===== src/rtl/rtc_pkg.sv =====
// rtc_pkg: shared types and default timing for the RTC bus-cycle generator.
//   rtc_state_t : bus-cycle FSM states
//   rtc_op_t    : transaction type (OP_WR / OP_RD)
//   DEF_T_*     : default phase lengths in clk cycles
package rtc_pkg;

    typedef enum logic [3:0] {
        ST_IDLE    = 4'd0,
        ST_A_SETUP = 4'd1,
        ST_A_PULSE = 4'd2,
        ST_A_HOLD  = 4'd3,
        ST_D_SETUP = 4'd4,
        ST_D_PULSE = 4'd5,
        ST_D_HOLD  = 4'd6,
        ST_DONE    = 4'd7,
        ST_REC     = 4'd8
    } rtc_state_t;

    typedef enum logic {
        OP_WR = 1'b0,
        OP_RD = 1'b1
    } rtc_op_t;

    localparam int unsigned DEF_T_SETUP = 2;
    localparam int unsigned DEF_T_PULSE = 4;
    localparam int unsigned DEF_T_HOLD  = 2;
    localparam int unsigned DEF_T_REC   = 2;

endpackage


===== src/rtl/rtc_bus_ctrl_phase_timer.sv =====
// rtc_phase_timer: loadable 8-bit down-counter timing one FSM phase.
//   clk       in   system clock
//   reset     in   asynchronous active-low reset
//   load      in   reload the counter with load_val
//   load_val  in   phase length minus one
//   expired   out  terminal count reached (count == 0)
// The counter stops at zero instead of wrapping, so a phase that is not left
// on expiry simply stays expired.
module rtc_phase_timer (
    input  logic       clk,
    input  logic       reset,
    input  logic       load,
    input  logic [7:0] load_val,
    output logic       expired
);

    logic [7:0] count;

    always_ff @(posedge clk or negedge reset) begin
        if (!reset) begin
            count <= 8'd0;
        end else if (load) begin
            count <= load_val;
        end else if (count != 8'd0) begin
            count <= count - 8'd1;
        end
    end

    assign expired = (count == 8'd0);

endmodule


===== src/rtl/rtc_bus_ctrl.sv =====
// rtc_bus_ctrl: bus-cycle generator for the RTC multiplexed address/data bus.
// Each request runs an address phase then a data phase (setup/strobe/hold each),
// pulses fin once, then waits out a recovery window before sampling again.
//   clk, reset          clock, asynchronous active-low reset
//   escribe, lee        write / read request levels (sampled only in IDLE)
//   dir, dato           register address / write data
//   ad_in               pad read-back
//   ad_out, ad_oe       bus drive value and output enable
//   ad_sel              0 = address phase, 1 = data phase
//   cs_n, wr_n, rd_n    active-low chip select and strobes
//   dato_leido          last read data
//   fin                 one-cycle completion pulse
//   ocupado             high whenever the FSM is not IDLE
// Build option: RTC_READ_EN enables the read path. Without it lee is ignored,
// rd_n stays 1 and dato_leido stays 0.
//
// state    | meaning
// ---------+----------------------------------------------
// IDLE     | waiting for escribe/lee, latches dir/dato/op
// A_SETUP  | address driven, cs_n low, strobe inactive
// A_PULSE  | address strobe (wr_n low)
// A_HOLD   | address held after strobe release
// D_SETUP  | data phase setup (ad_sel=1)
// D_PULSE  | wr_n low (write) or rd_n low (read)
// D_HOLD   | data held after strobe release
// DONE     | fin pulse, bus released
// REC      | recovery, requests ignored
module rtc_bus_ctrl
    import rtc_pkg::*;
#(
    parameter int unsigned T_SETUP = DEF_T_SETUP,
    parameter int unsigned T_PULSE = DEF_T_PULSE,
    parameter int unsigned T_HOLD  = DEF_T_HOLD,
    parameter int unsigned T_REC   = DEF_T_REC
) (
    input  logic       clk,
    input  logic       reset,
    input  logic       escribe,
    input  logic       lee,
    input  logic [7:0] dir,
    input  logic [7:0] dato,
    input  logic [7:0] ad_in,
    output logic [7:0] ad_out,
    output logic       ad_oe,
    output logic       ad_sel,
    output logic       cs_n,
    output logic       wr_n,
    output logic       rd_n,
    output logic [7:0] dato_leido,
    output logic       fin,
    output logic       ocupado
);

    rtc_state_t state, state_nx;
    rtc_op_t    op_q, op_nx;
    logic [7:0] dir_q, dir_nx, dato_q, dato_nx;
    logic       expired, load;
    logic [7:0] load_val;
    logic       lee_req;

    logic [7:0] ad_out_nx;
    logic       ad_oe_nx, ad_sel_nx, cs_n_nx, wr_n_nx, rd_n_nx, fin_nx, ocupado_nx;

`ifdef RTC_READ_EN
    assign lee_req = lee;
`else
    assign lee_req = 1'b0;
`endif

    function automatic logic [7:0] phase_last(input rtc_state_t s);
        case (s)
            ST_A_SETUP, ST_D_SETUP: phase_last = 8'(T_SETUP - 1);
            ST_A_PULSE, ST_D_PULSE: phase_last = 8'(T_PULSE - 1);
            ST_A_HOLD,  ST_D_HOLD:  phase_last = 8'(T_HOLD - 1);
            ST_REC:                 phase_last = 8'(T_REC - 1);
            default:                phase_last = 8'd0;
        endcase
    endfunction

    // The timer reloads on every state change with the new phase length.
    assign load     = (state_nx != state);
    assign load_val = phase_last(state_nx);

    rtc_phase_timer u_timer (
        .clk      (clk),
        .reset    (reset),
        .load     (load),
        .load_val (load_val),
        .expired  (expired)
    );

    always_comb begin
        state_nx = state;
        op_nx    = op_q;
        dir_nx   = dir_q;
        dato_nx  = dato_q;
        case (state)
            ST_IDLE: begin
                if (escribe || lee_req) begin
                    state_nx = ST_A_SETUP;
                    op_nx    = escribe ? OP_WR : OP_RD;
                    dir_nx   = dir;
                    dato_nx  = dato;
                end
            end
            ST_A_SETUP: if (expired) state_nx = ST_A_PULSE;
            ST_A_PULSE: if (expired) state_nx = ST_A_HOLD;
            ST_A_HOLD:  if (expired) state_nx = ST_D_SETUP;
            ST_D_SETUP: if (expired) state_nx = ST_D_PULSE;
            ST_D_PULSE: if (expired) state_nx = ST_D_HOLD;
            ST_D_HOLD:  if (expired) state_nx = ST_DONE;
            ST_DONE:    state_nx = ST_REC;
            ST_REC:     if (expired) state_nx = ST_IDLE;
            default:    state_nx = ST_IDLE;
        endcase
    end

    // Outputs are decoded from the next state so the registered outputs line
    // up with the state they belong to.
    always_comb begin
        cs_n_nx    = 1'b1;
        wr_n_nx    = 1'b1;
        rd_n_nx    = 1'b1;
        ad_oe_nx   = 1'b0;
        ad_sel_nx  = 1'b0;
        ad_out_nx  = 8'd0;
        fin_nx     = (state_nx == ST_DONE);
        ocupado_nx = (state_nx != ST_IDLE);
        case (state_nx)
            ST_A_SETUP, ST_A_PULSE, ST_A_HOLD: begin
                cs_n_nx   = 1'b0;
                ad_oe_nx  = 1'b1;
                ad_out_nx = dir_nx;
                wr_n_nx   = (state_nx != ST_A_PULSE);
            end
            ST_D_SETUP, ST_D_PULSE, ST_D_HOLD: begin
                cs_n_nx   = 1'b0;
                ad_sel_nx = 1'b1;
                if (op_nx == OP_WR) begin
                    ad_oe_nx  = 1'b1;
                    ad_out_nx = dato_nx;
                    wr_n_nx   = (state_nx != ST_D_PULSE);
                end else begin
                    rd_n_nx   = (state_nx != ST_D_PULSE);
                end
            end
            default: ;
        endcase
    end

    always_ff @(posedge clk or negedge reset) begin
        if (!reset) begin
            state   <= ST_IDLE;
            op_q    <= OP_WR;
            dir_q   <= 8'd0;
            dato_q  <= 8'd0;
            cs_n    <= 1'b1;
            wr_n    <= 1'b1;
            rd_n    <= 1'b1;
            ad_oe   <= 1'b0;
            ad_sel  <= 1'b0;
            ad_out  <= 8'd0;
            fin     <= 1'b0;
            ocupado <= 1'b0;
        end else begin
            state   <= state_nx;
            op_q    <= op_nx;
            dir_q   <= dir_nx;
            dato_q  <= dato_nx;
            cs_n    <= cs_n_nx;
            wr_n    <= wr_n_nx;
            rd_n    <= rd_n_nx;
            ad_oe   <= ad_oe_nx;
            ad_sel  <= ad_sel_nx;
            ad_out  <= ad_out_nx;
            fin     <= fin_nx;
            ocupado <= ocupado_nx;
        end
    end

`ifdef RTC_READ_EN
    // Capture on the edge that ends the last D_PULSE cycle, while rd_n is low.
    always_ff @(posedge clk or negedge reset) begin
        if (!reset) begin
            dato_leido <= 8'd0;
        end else if (state == ST_D_PULSE && expired && op_q == OP_RD) begin
            dato_leido <= ad_in;
        end
    end
`else
    assign dato_leido = 8'd0;
    logic unused_rd;
    assign unused_rd = ^{lee, ad_in};
`endif

endmodule


===== config.mk =====
export PLATFORM = sky130hd
export DESIGN_NAME = rtc_bus_ctrl
export DESIGN_NICKNAME = d
export VERILOG_FILES = /design/src/rtl/rtc_pkg.sv /design/src/rtl/rtc_bus_ctrl_phase_timer.sv /design/src/rtl/rtc_bus_ctrl.sv
export SDC_FILE = /design/constraint.sdc
export NUM_CORES = 1
export LEC_CHECK = 0
export ABC_CLOCK_PERIOD_IN_PS = 3300
export BUFFER_PORTS_ARGS = -buffer_cell sky130_fd_sc_hd__buf_2
export CAP_MARGIN = 10
export CORE_ASPECT_RATIO = 0.9
export CORE_MARGIN = 4
export CORE_UTILIZATION = 45
export DETAILED_ROUTE_END_ITERATION = 8
export MAX_ROUTING_LAYER = met4
export PLACE_DENSITY = 0.71
export SYNTH_ARGS = -nofsm -noshare
export SYNTH_HDL_FRONTEND = slang
export SYNTH_HIERARCHICAL = 1
export SYNTH_SLANG_ARGS = --single-unit
export TNS_END_PERCENT = 5

===== constraint.sdc =====
create_clock -name clk -period 3.3 [get_ports clk]
set_input_delay 0.66 -clock clk [delete_from_list [all_inputs] [get_ports clk]]
set_output_delay 0.66 -clock clk [all_outputs]
set_load 0.01 [all_outputs]

==> impl_metrics.tcl <==
set metrics [dict create \
    postLayoutCellArea_sq_mm 0.00239 \
    cts-root-buf "clkbuf_8" \
    drtPass1Iterations 4 \
    fin_crit_sh 0.838 \
    rows 23 \
    initial_core_util 0.469 \
    p_sw_uw 657 \
    seqPwrFrac 0.475 \
    routed_wl_mm 3.81 \
    syn-mean-instance-area_sq_um 10.7 \
    nFillCells 425 \
    maxSlewHeadroom 0.382 \
    min_period_ns 2.77 \
    cts_setup_buffers 0 \
    peakVddDrop_v 0.000363 \
    drcViolationCount 0 \
    grtUsageTotal 0.143 \
    fmax_ghz 0.362 \
    crit_top_cell "o31ai_1" \
    num_vias 1485 \
    finalPower_mw 1.88 \
    nNetsFinal 265 \
    place_area_sq_mm 0.00229 \
    cp.required_ns 3.47 \
    die_area_sq_mm 0.00583 \
    synthArstFlopShare 1.00 \
    clk-insertion-delay-late_ns 0.29 \
    intPower_mw 1.22 \
    p_comb_frac 0.342 \
    cts.sinks 44 \
    die_h_um 72.9 \
    hold_path_class "reg2reg" \
    crit_slowest_cell "dfrtp_1" \
    ys_warn_count 6 \
    mostFrequentLayoutCell "dfrtp_1" \
    clockPowerShare 0.184 \
    cts_max_level 2 \
    status "finished clean" \
    layout_setup_ws_ns 0.534 \
    cts_buffers 5 \
    path_buf_inv 2 \
    synth_edf_count 0 \
    setup_viol 0 \
    grt_start_max_net_pins 45 \
    cp_max_fo 13 \
    ys_types 54 \
    clock_path_buffers 2 \
    worstSetupPathType "reg2reg" \
    max_stage_delay_ns 0.42 \
    port_buffers 33 \
    cp.arrival_ns 2.94 \
    ctsHoldBuffers 0 \
    globalRouteOverflowTotal 0 \
    worstPathCellList "inv_1 > ha_1 > or3b_1 > nor2_1 > buf_4 > or2_2 > a21boi_0 > o31ai_1 > a211o_1 > nand2_1 > o31ai_1" \
    syn_inst 196 \
    syn_area_sq_mm 0.00210 \
    grt_pass1_vias 1414 \
    synth-seq-cells 44 \
    via_per_inst 4.97 \
    synth_seq_area_share 0.525 \
    ant_nets 0 \
    cp-end-kind "flop" \
    rsz0062_at_grt "no" \
    fin_skew_ns 0.0118 \
    ys_dominant_reg_cell "dfrtp_1" \
    swShare 0.349 \
    ios 51 \
    clk_pin_slew_ns 0.08 \
    drive_gt1_frac 0.224 \
    cts.repair.resized 0 \
    power_leakage_nw 1.22 \
    drv_cap 0 \
    cp_top_family "compound AO/OA/AOI/OAI gates" \
    grt_pass1_wl_mm 6.25 \
    wl_per_cell_um 12.7 \
    tightest_slew_ns 0.928 \
    final_cell_mix "41 x dfrtp_1, 33 x buf_2, 24 x inv_1, 16 x mux2i_1, 14 x conb_1" \
    hpwlAfterDp_mm 2.71 \
    dr.first_iter.drc_count 120 \
    cp-start-kind "flop" \
    tns_ns 0 \
    tritoncts "yes" \
    core_area_sq_mm 0.00449 \
    final_hold_viol_count 0 \
    p_per_area_mw_per_mm2 788 \
    diodes 0 \
    die_w_um 80.1 \
    syn_to_final_growth_pct 13.6 \
    maxSlewViolCount 0 \
    dp_slack_ns 0.567 \
    gp_congestion 0.862 \
    antenna_found_initial 0 \
]
flip-flops by register name, summed over array words and instances (netlist names), 4 cells and up:
register	count
dir_q	8
u_timer/count	8
ad_out	8
dato_q	8
state	4
cells by family (layout without fill, tap and decap cells):
family                     after synthesis  in the layout  share of synthesized area
AOI/OAI and AO/OA                       45             45                      0.161
xor gates and xnor gates                 1              1                    0.00416
adders and majority gates                1              1                    0.00595
buffers and inverters                   40             68                      0.103
DFF                                     44             44                      0.525
muxes                                   16             16                     0.0761
other                                    1             14                    0.00178
and+or+nand+nor                         48             48                      0.123
stage by stage:
step / hold WS, ns / util / std cells
floorplan: 0.364 / - / 209
finish: 0.487 / 0.532 / 299
detailed placement: 0.472 / 0.510 / 291
global route: 0.511 / 0.532 / 299
global placement: 0.463 / 0.510 / 291
CTS: 0.492 / 0.532 / 299
per-layer routing:
layer  vias up  global-route usage  part of all wire
met5         -                   -                 0
met4         0              0.0507             0.013
met3         7              0.0333             0.050
met2        34               0.214              0.45
met1       684               0.193              0.49
li1        760                   -                 -
path summary, 6_finish.rpt:
kind                                    end              from  slack [ns]  cells past startpoint
setup / recovery           u_timer/count[0]  u_timer/count[0]        0.53                     11
hold / removal                     dir_q[0]          dir_q[0]        0.49                      2
setup reg to reg           u_timer/count[0]  u_timer/count[0]        0.53                     11
hold reg to reg                    dir_q[0]          dir_q[0]        0.49                      2
max in group asynchronous  u_timer/count[4]             reset        2.21                      1
min in group asynchronous               fin             reset        0.51                      1
Yosys cell counts, types with 2 or more instances:
cell type | n | area [sq um]
nor4_1 | 2 | 12.5
dfrtp_1 | 41 | 1030
nand2_1 | 12 | 45.0
and2_1 | 2 | 12.5
mux2i_1 | 16 | 160
buf_4 | 9 | 67.6
or4_1 | 2 | 15.0
o22ai_1 | 2 | 12.5
or2b_1 | 2 | 15.0
a21bo_2 | 2 | 20.0
o31a_1 | 2 | 17.5
buf_2 | 2 | 10.0
nand3_1 | 4 | 20.0
nor2_1 | 7 | 26.3
a21oi_1 | 7 | 35.0
inv_1 | 24 | 90.1
a21boi_0 | 2 | 15.0
o31ai_1 | 4 | 30.0
o21ai_0 | 5 | 25.0
nor3_1 | 6 | 30.0
dfstp_2 | 3 | 78.8
o32ai_1 | 8 | 70.1
final cells by class:
cell class                      instances  area (sq um)  area share
Clock buffer                            6          82.6      0.0346
Clock inverter                          2          15.0     0.00629
Inverter                               24          90.1      0.0377
Multi-Input combinational cell        125           831       0.348
Sequential cell                        44          1100       0.463
Tap cell                               62          77.6      0.0325
Timing Repair Buffer                   36           188      0.0786
tightest hold or removal path, cell delays in order (launching register included):
cell	delay (ns)
dfrtp_1	0.33
mux2i_1	0.08
inv_1	0.05
power by group through the flow:
stage	clock (mW)	sequential (mW)	combinational (mW)
2_1_floorplan	0	0.898	0.477
3_3_place_gp	0	0.894	0.629
3_5_place_dp	0	0.902	0.646
4_1_cts	0.357	0.892	0.651
5_1_grt	0.390	0.922	0.729
6_report	0.345	0.893	0.643
Note: power is estimated with default switching activity, not from simulation.
